==> config.mk <==
export PLATFORM = sky130hd
export DESIGN_NAME = aes_cipher_control
export DESIGN_NICKNAME = d
export VERILOG_FILES = /design/src/rtl/aes_cipher_control.sv
export SDC_FILE = /design/constraint.sdc
export NUM_CORES = 1
export LEC_CHECK = 0
export BUFFER_PORTS_ARGS = -buffer_cell sky130_fd_sc_hd__clkbuf_2
export CAP_MARGIN = 10
export CORE_ASPECT_RATIO = 1.25
export CORE_MARGIN = 10
export CORE_UTILIZATION = 40
export DETAILED_ROUTE_END_ITERATION = 8
export PLACE_DENSITY = 0.68
export SLEW_MARGIN = 0
export SYNTH_ARGS = -nofsm -noshare
export SYNTH_HDL_FRONTEND = slang
export SYNTH_SLANG_ARGS = --single-unit
==> constraint.sdc <==
create_clock -name clk_i -period 2.55 [get_ports clk_i]
set_input_delay 0.51 -clock clk_i [delete_from_list [all_inputs] [get_ports clk_i]]
set_output_delay 0.51 -clock clk_i [all_outputs]
set_load 0.01 [all_outputs]
==> src/rtl/aes_cipher_control.sv <==
// Round sequencer for the AES cipher datapath: one request per handshake, one round per cycle,
// completion returned on out_valid/out_ready. Selects and write enables are decoded each cycle.
module aes_cipher_control (
    input  logic       clk_i,
    input  logic       rst_ni,
    input  logic       in_valid_i,
    output logic       in_ready_o,
    output logic       out_valid_o,
    input  logic       out_ready_i,
    input  logic       op_i,
    input  logic [2:0] key_len_i,
    input  logic       start_i,
    input  logic       dec_key_gen_i,
    input  logic       key_clear_i,
    input  logic       data_out_clear_i,
    output logic       dec_key_gen_o,
    output logic       key_clear_o,
    output logic       data_out_clear_o,
    output logic [1:0] state_sel_o,
    output logic       state_we_o,
    output logic [1:0] add_rk_sel_o,
    output logic [1:0] key_full_sel_o,
    output logic       key_full_we_o,
    output logic       key_dec_we_o,
    output logic [3:0] round_o
);

    localparam int unsigned RoundW = 4;

    localparam logic [1:0] StateSelInit  = 2'd0;
    localparam logic [1:0] StateSelRound = 2'd1;
    localparam logic [1:0] StateSelClear = 2'd2;

    localparam logic [1:0] AddRkSelInit  = 2'd0;
    localparam logic [1:0] AddRkSelRound = 2'd1;
    localparam logic [1:0] AddRkSelFinal = 2'd2;

    localparam logic [1:0] KeyFullSelEncInit = 2'd0;
    localparam logic [1:0] KeyFullSelDecInit = 2'd1;
    localparam logic [1:0] KeyFullSelRound   = 2'd2;
    localparam logic [1:0] KeyFullSelClear   = 2'd3;

    typedef enum logic [1:0] {
        IDLE   = 2'd0,
        ROUND  = 2'd1,
        FINISH = 2'd2,
        CLEAR  = 2'd3
    } state_e;

    state_e              state_q, state_d;
    logic [RoundW-1:0]   round_q, round_d;
    logic [RoundW-1:0]   num_rounds_q, num_rounds_d;
    logic                dec_key_gen_q, dec_key_gen_d;
    logic                key_clear_q, key_clear_d;
    logic                data_out_clear_q, data_out_clear_d;
    logic [RoundW-1:0]   num_rounds_req;

    // Non-one-hot key length codes fall back to AES-128.
    always_comb begin
        num_rounds_req = RoundW'(10);
        case (key_len_i)
            3'b010:  num_rounds_req = RoundW'(12);
            3'b100:  num_rounds_req = RoundW'(14);
            default: num_rounds_req = RoundW'(10);
        endcase
    end

    always_ff @(posedge clk_i or negedge rst_ni) begin
        if (!rst_ni) begin
            state_q          <= IDLE;
            round_q          <= '0;
            num_rounds_q     <= RoundW'(10);
            dec_key_gen_q    <= 1'b0;
            key_clear_q      <= 1'b0;
            data_out_clear_q <= 1'b0;
        end else begin
            state_q          <= state_d;
            round_q          <= round_d;
            num_rounds_q     <= num_rounds_d;
            dec_key_gen_q    <= dec_key_gen_d;
            key_clear_q      <= key_clear_d;
            data_out_clear_q <= data_out_clear_d;
        end
    end

    always_comb begin
        state_d          = state_q;
        round_d          = round_q;
        num_rounds_d     = num_rounds_q;
        dec_key_gen_d    = dec_key_gen_q;
        key_clear_d      = key_clear_q;
        data_out_clear_d = data_out_clear_q;

        in_ready_o     = 1'b0;
        out_valid_o    = 1'b0;
        state_sel_o    = StateSelInit;
        state_we_o     = 1'b0;
        add_rk_sel_o   = AddRkSelInit;
        key_full_sel_o = KeyFullSelEncInit;
        key_full_we_o  = 1'b0;
        key_dec_we_o   = 1'b0;

        case (state_q)
            IDLE: begin
                in_ready_o = 1'b1;
                if (in_valid_i) begin
                    if (start_i) begin
                        num_rounds_d     = num_rounds_req;
                        dec_key_gen_d    = dec_key_gen_i;
                        key_clear_d      = 1'b0;
                        data_out_clear_d = 1'b0;
                        state_sel_o      = StateSelInit;
                        state_we_o       = ~dec_key_gen_i;
                        add_rk_sel_o     = AddRkSelInit;
                        key_full_we_o    = 1'b1;
                        key_full_sel_o   = (op_i && !dec_key_gen_i) ? KeyFullSelDecInit
                                                                    : KeyFullSelEncInit;
                        round_d          = '0;
                        state_d          = ROUND;
                    end else if (key_clear_i || data_out_clear_i) begin
                        key_clear_d      = key_clear_i;
                        data_out_clear_d = data_out_clear_i;
                        state_d          = CLEAR;
                    end
                end
            end

            ROUND: begin
                state_sel_o    = StateSelRound;
                state_we_o     = ~dec_key_gen_q;
                key_full_sel_o = KeyFullSelRound;
                key_full_we_o  = 1'b1;
                // Counter holds on the last round so it stays within 0..13.
                if (round_q == num_rounds_q - RoundW'(1)) begin
                    add_rk_sel_o = AddRkSelFinal;
                    key_dec_we_o = dec_key_gen_q;
                    state_d      = FINISH;
                end else begin
                    add_rk_sel_o = AddRkSelRound;
                    round_d      = round_q + RoundW'(1);
                end
            end

            CLEAR: begin
                if (key_clear_q) begin
                    key_full_sel_o = KeyFullSelClear;
                    key_full_we_o  = 1'b1;
                    key_dec_we_o   = 1'b1;
                end
                if (data_out_clear_q) begin
                    state_sel_o = StateSelClear;
                    state_we_o  = 1'b1;
                end
                state_d = FINISH;
            end

            FINISH: begin
                out_valid_o = 1'b1;
                if (out_ready_i) begin
                    round_d          = '0;
                    dec_key_gen_d    = 1'b0;
                    key_clear_d      = 1'b0;
                    data_out_clear_d = 1'b0;
                    state_d          = IDLE;
                end
            end

            default: state_d = IDLE;
        endcase
    end

    assign dec_key_gen_o    = dec_key_gen_q;
    assign key_clear_o      = key_clear_q;
    assign data_out_clear_o = data_out_clear_q;
    assign round_o          = round_q;

endmodule

Word-level counts from Yosys, hierarchy flattened
Cells that the tools add are included.
- register bits: 13
- bits of input ports: 12
- output and inout port bits: 18
- logic and storage cells: 78
- $add $sub $neg: 2
- equal/unequal tests: 12
- multiplexer cells: 45
- bitwise gates (word level): 2
- reductions and logical operators: 11
- operators by type and width (cell ; number):
    1-bit 2-to-1 mux ; 21
    2-bit 2-to-1 mux ; 9
    4-bit 2-to-1 mux ; 4
    4-bit one-hot mux with 3 select lines ; 1
    4-bit AND reduction ; 3
    2-bit inequality test, second input constant ; 5
    1-bit one-hot mux with 2 select lines ; 4
    2-bit one-hot mux with 4 select lines ; 1
    1-bit one-hot mux with 3 select lines ; 2
    2-bit one-hot mux with 3 select lines ; 1
    3-bit one-hot mux with 2 select lines ; 1
    5-bit AND reduction ; 1
    4-bit by 1-bit adder with 4-bit output, second input constant ; 1
    2-bit equality test, second input constant ; 2
    4-bit equality test ; 1
    2-bit one-hot mux with 2 select lines ; 1
    4-bit by 1-bit subtractor with 4-bit output, second input constant ; 1
    3-bit by 2-bit equality test with 1-bit output, second input constant ; 1
    3-bit equality test, second input constant ; 1
    3-bit inequality test, second input constant ; 1
    3-bit AND reduction ; 1
    3-bit nonzero test ; 1
    2-bit by 1-bit equality test with 1-bit output, second input constant ; 1
    2-bit logical NOT ; 1
    5 further kinds ; 6

Logic depth before layout (Yosys ltp)
- word-level depth: 6
- depth in mapped cells: 7
- mapped depth without buffers: 6

Least setup slack after synthesis
No wires, ideal clock.
- path kind: register to output
- start point: register num_rounds_q[1]
- end point: output key_dec_we_o
- data arrival time: 1.662 ns
- required time: 2.040 ns
- setup slack: 0.378 ns
- stages on the path, launching flop included: 8
- buffers on the path: 1
- cells stage by stage: dfstp_2 inv_1 ha_1 xor2_1 and4_1 buf_6 nand3_1 a21boi_0
- cells in the longest elaborated chain, start to end: 4
- ends and longest elaborated chain (element ; RTL line ; source):
    start, declared ; 52 ; logic [RoundW-1:0] num_rounds_q, num_rounds_d;
    start signal, assigned ; 72 ; num_rounds_q <= RoundW'(10);
    start signal, assigned ; 79 ; num_rounds_q <= num_rounds_d;
    4-bit by 1-bit subtractor with 4-bit output ; 134 ; if (round_q == num_rounds_q - RoundW'(1)) begin
    4-bit equality test ; 134 ;
    1-bit 2-to-1 mux ; 134 ;
    1-bit one-hot mux with 2 select lines ; 103 ; case (state_q)
    end, declared ; 24 ; output logic key_dec_we_o,
Every way passes these cells.

Final worst setup path
- start point: register num_rounds_q[1]
- end point: output add_rk_sel_o[1]
- cells in the longest elaborated chain, start to end: 4
- ends and longest elaborated chain (element ; RTL line ; source):
    4-bit by 1-bit subtractor with 4-bit output ; 134 ;
    4-bit equality test ; 134 ;
    2-bit 2-to-1 mux ; 134 ;
    2-bit 2-to-1 mux ; n/a ;
    end, declared ; 21 ; output logic [1:0] add_rk_sel_o,
Every way passes these cells.

==> summary.txt <==
Worst setup path
  – Req. time, crit path: ~2000 ps
  – Startpoint types: register
  – CP arrival: between 1500 and 2000 ps
  – CP Capture Type: output port
  – R2R Setup Slk: ~610 ps
  – Critical path class: reg2out
  – CP Max Fanout: 6

Timing
  – Final setup TNS: 0 ps
  – Tightest Pin Transition: between 300 and 400 ps
  – Final setup viols: 0
  – Skew final: approximately 3 ps
  – Clock period minus worst slack: 2470 ps
  – Hold Vio Cnt, Final: 0
  – Worst hold slack: just over 100 ps
  – Final Max Slew Viols: 0
  – Period utilization: 0.9686
  – Max Freq: 0.4049 GHz
  – Slew HR: 0.7398
  – Final worst slack: about 80 ps

Floorplan
  – Die Ht: 68.15 µm
  – Starting Density: 0.4203
  – Die Width: approximately 59 µm
  – # rows: 17
  – Die ar.: 3988 µm²
  – Num ports: 30
  – CORE AREA: around 1800 µm²

Final layout
  – Finished Layout Cells: 135
  – Fin nets: approximately 130
  – Post-route design area: approximately 940 µm²
  – Seq. cell area: around 280 µm²
  – Core Util, Final: 0.5337
  – Area growth from synthesis to layout: 26.98%
  – Multi-input logic area: between 400 and 500 µm²
  – Share of layout cells above drive strength 1: 0.3534
  – # fillers: ~190
  – Diodes inserted: 0

Global routing
  – Initial antenna violation count: 0
  – Largest net degree at the start of global routing: 19
  – M2 GR Usage: 0.1809
  – Wire length of the first global-routing pass: about 3200 µm
  – Met1 Use GR: 0.1031
  – GR Util met3: 0.03704
  – Global Route Usage Sum: 0.1015
  – Grt peak-use layer: met2
  – GRT overflow: 0
  – Vias in the first global route: ~740

Clock network
  – Sink Count: 11
  – Clock Latency Late Sink: about 270 ps
  – Root Driver: clkbuf_4
  – Htree depth: 1
  – CTS tree: built
  – Clk slew on worst S/H paths: about 80 ps
  – CTS Buf Count: 3
  – Cts hold-fix bufs: 0
  – Clock tree buffer depth: 2

Route
  – Drt pass-1 iters: 4
  – Post-route DRC: 0
  – DR iter-0 viols: 21
  – DR WL/cell: between 15 and 20 µm
  – Vias/cell: between 5 and 6
  – Number of antenna-violating nets in the routed design: 0
  – DRT Wirelength: 2046 µm
  – Vias: 776

Place
  – Pre-CTS setup slack: 205.9 ps
  – Port bufs: 29
  – Placed cell areas: between 800 and 900 µm²
  – Placed Cells: between 100 and 150
  – HPWL after DPL: about 1600 µm
  – Final RePlAce weighted congestion: 0.7688

Logic synthesis
  – Netlist cell types: 37
  – Number of synthesized register bits: 11
  – Yosys warning count: 0
  – Cells after Synth: 84
  – Share of the yosys chip area belonging to registers: 0.3727
  – Synth top area share: 0.3373
  – Synth top area cells: dfrtp_1 34%, o21ai_0 4.0%, nand2_1 4.0%
  – Syn_nets: a little under 100
  – Area leader, netlist: dfrtp_1
  – Avg Cell Area, Syn: about 8.8 µm²
  – Post-Syn Area: 742.0 µm²

Pwr
  – Cell area power density: roughly 1200 nW/µm²
  – Leakage Power: around 0.49 nW
  – Worst vdd ir: around 700 µV
  – Total power: about 1.1 mW

Min path
  – Worst Hold Class: in2async

Run status
  – Outcome: finished, final reports clean

Run
  – Max_cap viols: 0
[worst max-delay path, stage by stage (launching register included)]
cell      delay (ps)
dfstp_2          540
inv_1             50
ha_1             300
xor2_1           130
and4_4           280
buf_4            130
and2_1           130
clkbuf_2         130
[logic make-up (layout without fill, tap and decap cells)]
family / count (synthesis) / after routing / synth area share
flip-flops: 11 / 11 / 0.3727
buffers and inverters: 12 / 44 / 0.07421
AND/OR/NAND/NOR: 30 / 30 / 0.2226
multiplexers: 2 / 2 / 0.02867
AO/OA/AOI/OAI: 23 / 23 / 0.2209
XOR/XNOR: 4 / 4 / 0.04723
adder cells (fa/ha/maj): 2 / 2 / 0.03372
[cells in the mapped netlist]
master      n
a211o_1     1
a21boi_0    1
a21oi_1     3
a222oi_1    1
a22oi_1     1
a32o_1      2
and2_1      1
and2b_1     1
and3_1      1
and4_1      1
buf_2       2
buf_6       1
clkbuf_1    2
dfrtp_1    10
dfstp_2     1
ha_1        2
inv_1       7
mux2_2      1
mux2i_1     1
nand2_1     8
nand2b_1    2
nand3_1     2
nand4bb_1   1
nor2_1      7
nor2b_1     1
nor2b_2     1
nor3b_1     1
nor4_1      1
nor4b_1     2
o211ai_1    1
o21a_1      1
o21ai_0     6
o2bb2ai_1   3
o31ai_1     2
o41ai_1     1
xnor2_1     1
xor2_1      3
[layout by cell type (no fill, tap or decap), types with 2 or more instances in the layout]
master,netlist,routed
clkbuf_4,0,3
xor2_1,3,3
nand3_1,2,2
buf_4,0,4
a32o_1,2,2
clkbuf_2,0,28
nand2b_1,2,2
nor2_1,7,7
inv_1,7,7
ha_1,2,2
o2bb2ai_1,3,3
nand2_1,8,8
a21oi_1,3,3
nor4b_1,2,2
o21ai_0,6,6
dfrtp_1,10,10
o31ai_1,2,2
[power by group]
part	internal (mW)	switching, mW	total, mW	leakage, nW
combinational	0.290	0.361	0.651	0.336
sequential	0.254	0.0899	0.344	0.140
clock	0.0580	0.0626	0.121	0.0177
total	0.602	0.513	1.12	0.494
[final timing paths]
| path | startpoint | end | depth (start not counted) |
|---|---|---|---|
| worst max register to register | num_rounds_q[1] | round_o[1] | 7 |
| min in group clk_i | key_len_i[0] | num_rounds_q[2] | 2 |
| worst min register to register | num_rounds_q[2] | num_rounds_q[2] | 2 |
| worst max-delay path | num_rounds_q[1] | add_rk_sel_o[1] | 7 |
| worst min-delay path | rst_ni | round_o[0] | 1 |
| max in group asynchronous | rst_ni | num_rounds_q[1] | 1 |
[area by class of cell]
class                   instances  share of cell area
well taps                      19             0.02523
inverters                       7             0.02789
multi-input cells              61              0.4382
repair buffers                 33              0.1859
clock buffers                   3             0.02390
clock inverters                 1            0.005312
flip-flops and latches         11              0.2935
[layer usage]
metal  up-vias  part of all wire  wire length (µm)
met5         -                 0                 0
met2        31              0.51              1045
met1       374              0.41               830
li1        369                 -                 -
met4         0            0.0049                10
met3         2             0.078               159
[what timing repair did]
action,CTS,global route
setup endpoints to repair,1,1
resized for setup,2,2
setup buffers,0,2
[state kept, by name, indices dropped and copies added (netlist names)]
register          cells
round_o               4
num_rounds_q          2
state_q               2
data_out_clear_o      1
dec_key_gen_o         1
key_clear_o           1
Power figures use the tool's default switching activity.
